File: config.mk
export PLATFORM = sky130hd
export DESIGN_NAME = alu_sched
export DESIGN_NICKNAME = d
export VERILOG_FILES = /design/src/rtl/alu_sched.sv
export SDC_FILE = /design/constraint.sdc
export NUM_CORES = 1
export LEC_CHECK = 0
export BUFFER_PORTS_ARGS = -buffer_cell sky130_fd_sc_hd__buf_2
export CAP_MARGIN = 25
export CORE_MARGIN = 5
export CORE_UTILIZATION = 46
export CTS_BUF_LIST = sky130_fd_sc_hd__clkbuf_16
export DETAILED_ROUTE_END_ITERATION = 6
export PLACE_DENSITY = 0.85
export SLEW_MARGIN = 20
export SYNTH_ARGS = -nofsm -noshare
export SYNTH_HDL_FRONTEND = slang
export SYNTH_SLANG_ARGS = --single-unit
File: constraint.sdc
create_clock -name clk -period 3.3 [get_ports clk]
set_clock_uncertainty 0.05 [all_clocks]
set_input_delay 0.495 -clock clk [delete_from_list [all_inputs] [get_ports clk]]
set_output_delay 0.495 -clock clk [all_outputs]
set_load 0.005 [all_outputs]
File: src/rtl/alu_sched.sv
// alu_sched: round-robin scheduler sharing one 8-bit ALU between two requesters.
//
// Accepts one command at a time through a per-requester valid/ready handshake,
// drives the ALU operands for an op-dependent number of cycles, captures the
// 16-bit result and the divide-by-zero flag, and returns a tagged response
// that is held until the consumer accepts it.
//
// Ports:
//   clk, rst_n                 clock, asynchronous active-low reset
//   req_valid[1:0]             per-requester command valid
//   req_a0/req_b0/req_op0      requester 0 operands and op (00 add, 01 sub, 10 mul, 11 div)
//   req_a1/req_b1/req_op1      requester 1 operands and op
//   req_ready[1:0]             per-requester accept (one-hot or zero, IDLE only)
//   alu_a/alu_b/alu_op         operands and op presented to the ALU
//   alu_result, alu_error      ALU result and divide-by-zero flag
//   rsp_valid/rsp_ready        response handshake
//   rsp_id, rsp_result,        requester index, captured result, captured error
//   rsp_error
//   busy                       high while a command is executing or awaiting rsp_ready
//   err_count                  saturating count of responses carrying error=1
module alu_sched #(
    parameter int unsigned MUL_CYCLES = 2,
    parameter int unsigned DIV_CYCLES = 4
) (
    input  logic        clk,
    input  logic        rst_n,
    input  logic [1:0]  req_valid,
    input  logic [7:0]  req_a0,
    input  logic [7:0]  req_b0,
    input  logic [1:0]  req_op0,
    input  logic [7:0]  req_a1,
    input  logic [7:0]  req_b1,
    input  logic [1:0]  req_op1,
    output logic [1:0]  req_ready,
    output logic [7:0]  alu_a,
    output logic [7:0]  alu_b,
    output logic [1:0]  alu_op,
    input  logic [15:0] alu_result,
    input  logic        alu_error,
    output logic        rsp_valid,
    input  logic        rsp_ready,
    output logic        rsp_id,
    output logic [15:0] rsp_result,
    output logic        rsp_error,
    output logic        busy,
    output logic [7:0]  err_count
);

    typedef enum logic [1:0] {
        IDLE = 2'd0,
        EXEC = 2'd1,
        RESP = 2'd2
    } state_t;

    state_t      state_q, state_d;
    logic        last_grant_q, last_grant_d;
    logic [7:0]  a_q, a_d;
    logic [7:0]  b_q, b_d;
    logic [1:0]  op_q, op_d;
    logic        id_q, id_d;
    logic [3:0]  cnt_q, cnt_d;
    logic        rsp_valid_q, rsp_valid_d;
    logic [15:0] rsp_result_q, rsp_result_d;
    logic        rsp_error_q, rsp_error_d;
    logic [7:0]  err_count_q, err_count_d;

    logic        grant;
    logic        accept;
    logic [1:0]  sel_op;

    // EXEC length minus one, so cnt==0 marks the capture cycle.
    function automatic logic [3:0] lat_m1(input logic [1:0] op);
        case (op)
            2'b10:   lat_m1 = 4'(MUL_CYCLES - 1);
            2'b11:   lat_m1 = 4'(DIV_CYCLES - 1);
            default: lat_m1 = 4'd0;
        endcase
    endfunction

    // Arbitration: a lone requester always wins; on a tie the one not granted
    // last time wins. Grant only matters while IDLE.
    always_comb begin
        grant     = (req_valid == 2'b11) ? ~last_grant_q : req_valid[1];
        accept    = (state_q == IDLE) && (req_valid != 2'b00);
        sel_op    = grant ? req_op1 : req_op0;
        req_ready = '0;
        if (accept) begin
            req_ready[grant] = 1'b1;
        end
    end

    always_comb begin
        state_d      = state_q;
        last_grant_d = last_grant_q;
        a_d          = a_q;
        b_d          = b_q;
        op_d         = op_q;
        id_d         = id_q;
        cnt_d        = cnt_q;
        rsp_valid_d  = rsp_valid_q;
        rsp_result_d = rsp_result_q;
        rsp_error_d  = rsp_error_q;
        err_count_d  = err_count_q;

        case (state_q)
            IDLE: begin
                if (accept) begin
                    a_d          = grant ? req_a1 : req_a0;
                    b_d          = grant ? req_b1 : req_b0;
                    op_d         = sel_op;
                    id_d         = grant;
                    last_grant_d = grant;
                    cnt_d        = lat_m1(sel_op);
                    state_d      = EXEC;
                end
            end
            EXEC: begin
                if (cnt_q != 4'd0) begin
                    cnt_d = cnt_q - 4'd1;
                end else begin
                    rsp_result_d = alu_result;
                    rsp_error_d  = alu_error;
                    rsp_valid_d  = 1'b1;
                    if (alu_error && (err_count_q != 8'hFF)) begin
                        err_count_d = err_count_q + 8'd1;
                    end
                    state_d = RESP;
                end
            end
            RESP: begin
                if (rsp_ready) begin
                    rsp_valid_d = 1'b0;
                    state_d     = IDLE;
                end
            end
            default: begin
                state_d     = IDLE;
                rsp_valid_d = 1'b0;
            end
        endcase
    end

    always_ff @(posedge clk or negedge rst_n) begin
        if (!rst_n) begin
            state_q      <= IDLE;
            last_grant_q <= 1'b1;
            a_q          <= '0;
            b_q          <= '0;
            op_q         <= '0;
            id_q         <= 1'b0;
            cnt_q        <= '0;
            rsp_valid_q  <= 1'b0;
            rsp_result_q <= '0;
            rsp_error_q  <= 1'b0;
            err_count_q  <= '0;
        end else begin
            state_q      <= state_d;
            last_grant_q <= last_grant_d;
            a_q          <= a_d;
            b_q          <= b_d;
            op_q         <= op_d;
            id_q         <= id_d;
            cnt_q        <= cnt_d;
            rsp_valid_q  <= rsp_valid_d;
            rsp_result_q <= rsp_result_d;
            rsp_error_q  <= rsp_error_d;
            err_count_q  <= err_count_d;
        end
    end

    // Operand registers feed the ALU directly, so they hold the last command
    // outside EXEC as well.
    assign alu_a      = a_q;
    assign alu_b      = b_q;
    assign alu_op     = op_q;
    assign rsp_valid  = rsp_valid_q;
    assign rsp_id     = id_q;
    assign rsp_result = rsp_result_q;
    assign rsp_error  = rsp_error_q;
    assign busy       = (state_q != IDLE);
    assign err_count  = err_count_q;

endmodule

==> impl_metrics.py <==
metrics = {
    "global_routing": {
        "grt.total_usage_pct": 18.2,
        "grt_pass1_wl_um": 8940,
        "grt-ovfl-total": 0,
        "grt_pass1_vias": 1944,
        "grt_max_degree": 37,
        "antenna_found_initial": 0,
    },
    "worst_setup_path": {
        "critical-path-max-stage-delay_ns": 0.54,
        "slowest_stage": "nor2_2",
        "crit_family": "simple AND/OR/NAND/NOR gates",
        "crit_required_ns": 2.75,
        "critical_path_peak_fanout": 17,
        "crit_chain": "nor2_1, o21ai_1, nor2_2, buf_2",
        "worstSetupStartpointType": "flip-flop",
        "end_kind": "output port",
        "arrival_ns": 1.78,
        "path_buf_inv": 1,
        "critical_path_class": "reg2out",
    },
    "finish": {
        "instances_no_fill": 358,
        "diodes": 0,
        "multiInputGateArea_um2": 917,
        "final-seq-area_um2": 1300,
        "nets": 351,
        "fillers": 416,
        "drive_gt1_share_pct": 47.4,
        "final_cell_mix": "105 x buf_2, 51 x dfrtp_1, 18 x a21o_1",
        "area_delta_synth_final_pct": 32.8,
        "final_common_cell": "buf_2",
        "fin_area_um2": 3030,
    },
    "sta": {
        "period_share_pct": 70.5,
        "setup_viol": 0,
        "worst_pin_slew_ns": 0.775,
        "slew_headroom_pct": 48.4,
        "rsz0062_at_grt": "no",
        "setup-tns-final_ns": 0,
        "hold_violations": 0,
        "drv_slew": 0,
        "fmax_mhz": 430,
        "period_needed_ns": 2.33,
    },
    "detailed_routing": {
        "drc_errors": 0,
        "routed_wl_um": 5340,
        "via_per_inst": 5.08,
        "drt-pass1-iter-count": 4,
        "wl_per_cell_um": 14.9,
        "vias": 1819,
        "antenna_left": 0,
        "drt_iter0_drc": 57,
    },
    "power_and_ir_drop": {
        "p_switching_mw": 0.946,
        "p_leak_nw": 1.63,
        "vdd_drop_max_uv": 526,
        "power.density_nw_per_um2": 952,
        "comb_power_share_pct": 41.8,
        "p_sw_share_pct": 32.8,
        "p_int_mw": 1.93,
        "p_clk_share_pct": 19.6,
        "pwr-share-seq_pct": 38.7,
    },
    "cts": {
        "ctsResizeCount": 0,
        "cts_tree": "yes",
        "hold_buffers": 0,
        "clkTransAtPathRegs_ns": 0.06,
        "numCtsBuffers": 5,
        "clkLatencyLatePin_ns": 0.28,
        "cts_sinks": 52,
        "htree_levels": 2,
        "clock_path_buffers": 2,
        "cts.root.buffer_cell": "clkbuf_16",
        "cts_setup_buffers": 0,
    },
    "logic_synthesis": {
        "syn_area_um2": 2280,
        "syn_nets": 243,
        "synthCells": 182,
        "ys_warn_count": 0,
        "synth_seq_area_share_pct": 57.2,
        "avgSynthCellArea_um2": 12.5,
        "synth.distinct_cells": 39,
        "ys_seq_elements": 52,
    },
    "placed_design": {
        "post_dp_cell_area_um2": 2860,
        "dp_hpwl_um": 4190,
        "port_buffers": 105,
        "dp.cells": 350,
        "gp_congestion": 0.769,
    },
    "floorplan": {
        "die_area_um2": 6460,
        "dieHeight_um": 80.4,
        "die_w_um": 80.4,
        "rows": 25,
        "num_io_pins": 106,
        "start_util_pct": 47.9,
        "core_um2": 4750,
    },
    "flow_run": {
        "maxCapViolations": 0,
    },
    "run_status": {
        "status": "completed",
    },
    "min_path": {
        "hp-class": "in2async",
    },
}
[cells by family after synthesis]
group | synth area share (%)
DFF | 57.2
xor gates and xnor gates | 3.08
buffers and inverters | 2.58
adders and majority gates | 1.65
AOI/OAI and AO/OA | 15.8
and+or+nand+nor | 10.5
muxes | 9.28
[cells in the mapped netlist]
library cell   n  area share, %
nor3_1         3           0.66
a311oi_1       1           0.38
clkbuf_1       1           0.16
and2_1         1           0.27
buf_4          2           0.66
nor3b_4        1           0.82
a21o_1        18            5.9
nand4_1        1           0.27
dfrtp_1       51             56
xor2_1         8            3.1
nor2b_1        1           0.27
and3_1         2           0.55
a31oi_1        1           0.27
nand2_1        9            1.5
nand2b_1       2           0.55
dfstp_2        1            1.2
clkbuf_8       1           0.60
a41oi_1        1           0.38
buf_2          3           0.66
nor2_2         1           0.27
a22o_1        16            6.2
mux2i_1        2           0.88
nand3_4        1           0.77
or3b_2         1           0.38
inv_1          3           0.49
or3_1          1           0.27
a21boi_2       1           0.49
o22ai_1        1           0.27
ha_1           3            1.6
nand2_2        1           0.27
a21oi_1        1           0.22
o21ai_0        5            1.1
mux2_2        17            8.4
nand3_1        5            1.1
o21ai_1        1           0.22
o21a_1         1           0.33
nor3b_1        1           0.33
nor2_1        10            1.6
nor4_1         2           0.55
[power groups by stage]
stage / clock (mW) / sequential [mW] / combinational [mW]
6_report: 0.563 / 1.11 / 1.20
3_5_place_dp: 0 / 1.12 / 1.22
4_1_cts: 0.581 / 1.11 / 1.23
2_1_floorplan: 0 / 1.14 / 0.749
3_3_place_gp: 0 / 1.11 / 1.18
5_1_grt: 0.612 / 1.16 / 1.34
[flip-flops by register name (all words and copies together) (netlist names)]
name / flops
rsp_error: 1
cnt_q: 4
alu_b: 8
alu_a: 8
last_grant_q: 1
rsp_id: 1
state_q: 2
alu_op: 2
rsp_result: 16
rsp_valid: 1
err_count: 8
[per-layer routing]
| metal | vias up | GRT usage [%] | routed length, µm |
|---|---|---|---|
| li1 | 874 | - | - |
| met1 | 880 | 19.7 | 1980 |
| met2 | 53 | 32.6 | 2920 |
| met3 | 12 | 4.26 | 296 |
| met4 | 0 | 9.63 | 147 |
| met5 | - | 0 | 0 |
[metrics by stage]
step	setup WS (ns)	hold slack [ns]	utilization, %	power (mW)
5_1_grt	0.797	0.310	63.6	3.11
3_3_place_gp	1.20	0.405	60.2	2.29
6_report	0.975	0.231	63.6	2.88
2_1_floorplan	1.50	0.149	-	1.88
4_1_cts	0.948	0.276	63.6	2.92
3_5_place_dp	1.15	0.415	60.2	2.34
[cell type report]
cell class                      count  share of cell area [%]
Inverter                            3                   0.372
Clock buffer                        5                    4.14
Sequential cell                    52                    43.1
Tap cell                           67                    2.77
Timing Repair Buffer              108                    18.1
Clock inverter                      3                    1.24
Multi-Input combinational cell    120                    30.3
[path summary, 6_finish.rpt]
path / startpoint / end / slack (ns) / depth (start not counted)
setup / recovery: state_q[0] / req_ready[0] / 0.97 / 4
hold / removal: rst_n / alu_a[3] / 0.23 / 1
setup reg to reg: cnt_q[0] / err_count[1] / 1.33 / 6
hold reg to reg: alu_op[0] / alu_op[0] / 0.42 / 2
max in group asynchronous: rst_n / rsp_result[4] / 2.24 / 2
min in group clk: req_a0[6] / alu_a[6] / 0.36 / 2
No activity file was read; power rests on OpenSTA's default activity.
